[config.mk]
export PLATFORM = sky130hd
export DESIGN_NAME = scramble_ctrl
export DESIGN_NICKNAME = d
export VERILOG_FILES = /design/src/rtl/scramble_ctrl_pkg.sv /design/src/rtl/scramble_ctrl_bit_reverse.sv /design/src/rtl/scramble_ctrl.sv
export SDC_FILE = /design/constraint.sdc
export NUM_CORES = 1
export LEC_CHECK = 0
export CORE_MARGIN = 4
export CORE_UTILIZATION = 28
export CTS_CLUSTER_SIZE = 24
export DETAILED_ROUTE_END_ITERATION = 10
export GPL_ROUTABILITY_DRIVEN = 0
export PLACE_DENSITY = 0.87
export SLEW_MARGIN = 15
export SYNTH_ARGS = -nofsm -noshare
export SYNTH_HDL_FRONTEND = slang
export SYNTH_HIERARCHICAL = 1
export SYNTH_SLANG_ARGS = --single-unit
[constraint.sdc]
create_clock -name i_CLK -period 5.2 [get_ports i_CLK]
set_clock_uncertainty 0.15 [all_clocks]
set_input_delay 0.78 -clock i_CLK [delete_from_list [all_inputs] [get_ports i_CLK]]
set_output_delay 0.78 -clock i_CLK [all_outputs]
set_load 0.03 [all_outputs]
[src/rtl/scramble_ctrl_pkg.sv]
// Shared FFT pipeline definitions: default sizes and scrambler state encoding.
package scramble_ctrl_pkg;

  localparam int WORD_SIZE_DEF = 16;
  localparam int MEM_SIZE_DEF  = 32;

  typedef enum logic {
    ST_LOAD  = 1'b0,
    ST_DRAIN = 1'b1
  } scr_state_t;

  // Reference bit reversal, handy for assertions and benches.
  function automatic int unsigned bitrev_int(input int unsigned value, input int unsigned width);
    int unsigned result;
    result = 0;
    for (int unsigned i = 0; i < width; i++) begin
      result = (result << 1) | ((value >> i) & 1);
    end
    return result;
  endfunction

endpackage

[src/rtl/scramble_ctrl_bit_reverse.sv]
// Combinational address bit reversal: output bit i is input bit ADDR_SIZE-1-i.
module bit_reverse #(
  parameter int ADDR_SIZE = 5
) (
  input  logic [ADDR_SIZE-1:0] addr_in,
  output logic [ADDR_SIZE-1:0] addr_rev
);

  // Mirror the address bits end for end.
  always_comb begin
    addr_rev = '0;
    for (int i = 0; i < ADDR_SIZE; i++) begin
      addr_rev[i] = addr_in[ADDR_SIZE-1-i];
    end
  end

endmodule

[src/rtl/scramble_ctrl.sv]
// Input reorder stage for a radix-2 FFT: samples arrive in time order and are
// written at bit-reversed RAM addresses; the frame is then read out as
// adjacent (even, odd) address pairs for the first butterfly stage.
//
//   state    | meaning
//   ---------+----------------------------------------------------------
//   ST_LOAD  | accepting samples, writing RAM at bitrev(wr_cnt)
//   ST_DRAIN | presenting pairs (2*pair_cnt, 2*pair_cnt+1) downstream
module scramble_ctrl
  import scramble_ctrl_pkg::*;
#(
  parameter int WORD_SIZE = WORD_SIZE_DEF,
  parameter int MEM_SIZE  = MEM_SIZE_DEF,
  parameter int ADDR_SIZE = $clog2(MEM_SIZE)
) (
  input  logic                 i_CLK,
  input  logic                 i_RST,
  input  logic                 i_in_valid,
  input  logic [WORD_SIZE-1:0] i_in_data,
  output logic                 o_in_ready,
  output logic                 o_out_valid,
  output logic [WORD_SIZE-1:0] o_out_data_A,
  output logic [WORD_SIZE-1:0] o_out_data_B,
  input  logic                 i_out_ready,
  output logic                 o_frame_done,
  output logic                 o_ram_write_en_A,
  output logic [ADDR_SIZE-1:0] o_ram_write_addr_A,
  output logic [WORD_SIZE-1:0] o_ram_write_data_A,
  output logic                 o_ram_read_en_A,
  output logic                 o_ram_read_en_B,
  output logic [ADDR_SIZE-1:0] o_ram_read_addr_A,
  output logic [ADDR_SIZE-1:0] o_ram_read_addr_B,
  input  logic [WORD_SIZE-1:0] i_ram_read_data_A,
  input  logic [WORD_SIZE-1:0] i_ram_read_data_B
);

  localparam int                   PAIR_SIZE = ADDR_SIZE - 1;
  localparam logic [ADDR_SIZE-1:0] WR_LAST   = ADDR_SIZE'(MEM_SIZE - 1);
  localparam logic [PAIR_SIZE-1:0] PAIR_LAST = PAIR_SIZE'(MEM_SIZE / 2 - 1);

  scr_state_t           state;
  logic [ADDR_SIZE-1:0] wr_cnt;
  logic [ADDR_SIZE-1:0] wr_addr_rev;
  logic [PAIR_SIZE-1:0] pair_cnt;

  logic in_load;
  logic in_drain;
  logic accept;
  logic consume;
  logic last_write;
  logic last_pair;

  bit_reverse #(
    .ADDR_SIZE (ADDR_SIZE)
  ) u_bit_reverse (
    .addr_in  (wr_cnt),
    .addr_rev (wr_addr_rev)
  );

  // Reset masks every output immediately, not just from the next edge.
  assign in_load    = !i_RST && (state == ST_LOAD);
  assign in_drain   = !i_RST && (state == ST_DRAIN);
  assign accept     = in_load && i_in_valid;
  assign consume    = in_drain && i_out_ready;
  assign last_write = (wr_cnt == WR_LAST);
  assign last_pair  = (pair_cnt == PAIR_LAST);

  // Output decode from current state; read data passes straight through.
  always_comb begin
    o_in_ready         = in_load;
    o_ram_write_en_A   = accept;
    o_ram_write_addr_A = accept ? wr_addr_rev : '0;
    o_ram_write_data_A = accept ? i_in_data : '0;

    o_ram_read_en_A    = in_drain;
    o_ram_read_en_B    = in_drain;
    o_ram_read_addr_A  = in_drain ? {pair_cnt, 1'b0} : '0;
    o_ram_read_addr_B  = in_drain ? {pair_cnt, 1'b1} : '0;

    o_out_valid        = in_drain;
    o_out_data_A       = in_drain ? i_ram_read_data_A : '0;
    o_out_data_B       = in_drain ? i_ram_read_data_B : '0;
    o_frame_done       = consume && last_pair;
  end

  // State and frame counters; counters only wrap at frame boundaries.
  always_ff @(posedge i_CLK) begin
    if (i_RST) begin
      state    <= ST_LOAD;
      wr_cnt   <= '0;
      pair_cnt <= '0;
    end else begin
      case (state)
        ST_LOAD: begin
          if (accept) begin
            if (last_write) begin
              wr_cnt <= '0;
              state  <= ST_DRAIN;
            end else begin
              wr_cnt <= wr_cnt + 1'b1;
            end
          end
        end
        ST_DRAIN: begin
          if (consume) begin
            if (last_pair) begin
              pair_cnt <= '0;
              state    <= ST_LOAD;
            end else begin
              pair_cnt <= pair_cnt + 1'b1;
            end
          end
        end
        default: begin
          state    <= ST_LOAD;
          wr_cnt   <= '0;
          pair_cnt <= '0;
        end
      endcase
    end
  end

endmodule
==> reports/qor.yml <==
routing:
  routed_wl_um: 3690
  wl_per_cell_um: 13.1
  antenna_left: 0
  firstDrtPassIters: 4
  drt_iter0_markers: 32
  vias: 1215
  drc: 0
  drt-vias-per-instance: 4.31
outcome:
  status: "completed"
power_and_ir_drop:
  leakage_nw: 0.804
  powerDensity_nw_per_um2: 96.8
  ir_drop_v: 0.000101
final_layout:
  fillers: 297
  drive_above_1_share: 0.0212
  antennaDiodeCount: 0
  finalNetCount: 293
  multiInputGateArea_um2: 629
  seqCellArea_um2: 200
  area_growth_pct: 120
  fin_area_um2: 2110
yosys:
  yosysWarnings: 6
  yosysSeqAreaShare: 0.208
  synth_xor_area_frac: 0.00911
  netlist_area_um2: 961
  synth.area.mux_share: 0
  synth.distinct_cells: 27
  synth-adder-area-share: 0.0391
  syn_nets: 189
  yosys.area_share.simple: 0.522
  synth_top_family_by_area: "simple AND/OR/NAND/NOR gates"
  postSynthCellCount: 134
  synth-compound-area-share: 0.0781
  synth_seq_cells: 10
  syn_avg_cell_area_um2: 7.17
sta:
  min_period_over_period: 0.810
  slew_headroom: 0.611
  worst_pin_slew_ps: 581
  setup-violations-final: 0
  min_period_ps: 4210
  rsz0062_at_grt: "false"
  hold_viol: 0
  tns_ps: 0
  clock.fmax_ghz: 0.237
  slew_viol_final: 0
clock_network:
  clk_path_buf_depth: 2
  root_buffer: "clkbuf_4"
  clk_pin_slew_ps: 60
  h-tree-depth: 1
  post-cts-setup-buffers: 0
  clk_latency_ps: 270
  cts_tree: "done"
  ctsHoldBuffers: 0
  cts_buffers: 3
  cts_resized: 0
  clock-sinks: 10
floorplan:
  num_rows: 21
  coreArea_um2: 3340
  die_height_um: 66.6
  ios: 121
  dieArea_um2: 4430
  die_x_um: 66.6
  start_util: 0.288
min_path:
  hp-class: "reg2reg"
  hp-start: "pair_cnt[1]$_SDFFE_PP0P_"
  hold_depth: 2
  min_delay_worst_endpoint: "pair_cnt[1]$_SDFFE_PP0P_"
worst_setup_path:
  endpoint_kind: "output port"
  critPathMaxFanout: 25
  arrival_ps: 3280
  rr_endpoint: "wr_cnt[2]$_SDFFE_PP0P_"
  r2r_cells: 5
  worst_ep_required_time_ps: 4270
  setup.worst_path.class: "in2out"
  ff2ff_setup_slack_ps: 3300
  cp-start-kind: "input port"
  reg2reg_from: "wr_cnt[0]$_SDFFE_PP0P_"
placed_design:
  placed_area_um2: 2090
  port-buffer-count: 119
  place_hpwl_um: 3160
grt:
  grt_usage: 0.150
  grt_pass1_wl_um: 5000
  grt_start_max_net_pins: 26
  grt_pass1_vias: 933
  overflow: 0
  antenna_found_initial: 0
run:
  maxCapViolations: 0
critical path, cell delays in order:
cell	delay [ps]
clkdlybuf4s50_1	620
or3b_1	560
inv_1	430
and2_1	200
clkdlybuf4s50_1	680
report_power, final:
group / total (mW) / leakage, nW / switching [mW] / internal [mW]
Sequential: 0.0794 / 0.0808 / 0.00165 / 0.0778
Clock: 0.0517 / 0.0138 / 0.0251 / 0.0267
Combinational: 0.0732 / 0.710 / 0.0262 / 0.0470
per-layer routing:
metal / GRT usage / up-vias / share of wire
met5: 0 / - / 0
met4: 0.0381 / 0 / 0.013
met3: 0.0573 / 6 / 0.091
met2: 0.266 / 71 / 0.51
met1: 0.166 / 517 / 0.38
li1: - / 621 / -
flip-flops by register name (all words and copies together), names as in the netlist:
| signal | cells |
|---|---|
| wr_cnt | 5 |
| pair_cnt | 4 |
| state | 1 |
placed cells by master (no fill, tap or decap), drive strengths merged:
| cell | n |
|---|---|
| or4 | 1 |
| conb | 1 |
| buf | 1 |
| nor3b | 1 |
| clkbuf | 3 |
| a31oi | 1 |
| nor2 | 3 |
| a21oi | 7 |
| or4b | 1 |
| nand3b | 2 |
| clkdlybuf4s50 | 119 |
| or3 | 2 |
| or3b | 1 |
| o21ai | 3 |
| a311o | 1 |
| nand4 | 1 |
| dfxtp | 10 |
| ha | 3 |
| xor2 | 1 |
| a22o | 1 |
| and2 | 57 |
| nand2 | 9 |
| inv | 1 |
| nor2b | 1 |
| nand3 | 4 |
| and3 | 1 |
cell usage after synthesis:
cell / count / area share
or4b_1: 1 / 0.010
a21oi_1: 7 / 0.036
or3b_1: 1 / 0.0091
clkbuf_1: 6 / 0.023
nor3b_1: 1 / 0.0078
nand3b_1: 2 / 0.016
nor2_1: 3 / 0.012
clkbuf_2: 1 / 0.0052
dfxtp_1: 10 / 0.21
buf_4: 13 / 0.10
and3_1: 1 / 0.0065
a31oi_1: 1 / 0.0065
nand3_1: 4 / 0.021
or3_1: 2 / 0.013
conb_1: 1 / 0.0039
o21ai_0: 3 / 0.016
buf_2: 1 / 0.0052
xor2_1: 1 / 0.0091
a22o_1: 1 / 0.0091
inv_1: 1 / 0.0039
or4_1: 1 / 0.0078
ha_1: 3 / 0.039
nor2b_1: 1 / 0.0065
nand4_1: 1 / 0.0065
nand2_1: 9 / 0.035
and2_1: 57 / 0.37
a311o_1: 1 / 0.010
cell families after synthesis:
family / after synthesis
compound gates: 13
flops: 10
buf+inv: 22
xor+xnor: 1
fa+ha+maj: 3
simple gates: 84
other cells: 1
worst max path at each step:
stage | startpoint | endpoint | cells after the start
2_1_floorplan | i_RST | o_ram_write_data_A[10] | 5
3_3_place_gp | i_RST | o_ram_write_data_A[4] | 5
3_5_place_dp | i_RST | o_ram_write_data_A[6] | 5
4_1_cts | i_RST | o_ram_write_data_A[4] | 5
5_1_grt | i_RST | o_ram_write_data_A[11] | 5
6_report | i_RST | o_ram_write_data_A[2] | 5
stage by stage:
stage | setup WS, ps | cells | hold WS [ps] | utilization | total power, mW
6_report | 988 | 282 | 364 | 0.633 | 0.204
5_1_grt | 822 | 282 | 382 | 0.633 | 0.216
4_1_cts | 995 | 282 | 364 | 0.633 | 0.207
3_5_place_dp | 1020 | 279 | 356 | 0.626 | 0.155
3_3_place_gp | 1000 | 279 | 348 | 0.626 | 0.154
2_1_floorplan | 2300 | 134 | 317 | - | 0.106
area by class of cell:
class,instances,area share
repair buffers,120,0.568
multi-input cells,102,0.298
flip-flops and latches,10,0.0948
well taps,46,0.0273
clock buffers,3,0.0107
inverters,1,0.00178
Note: power is estimated with default switching activity, not from simulation.
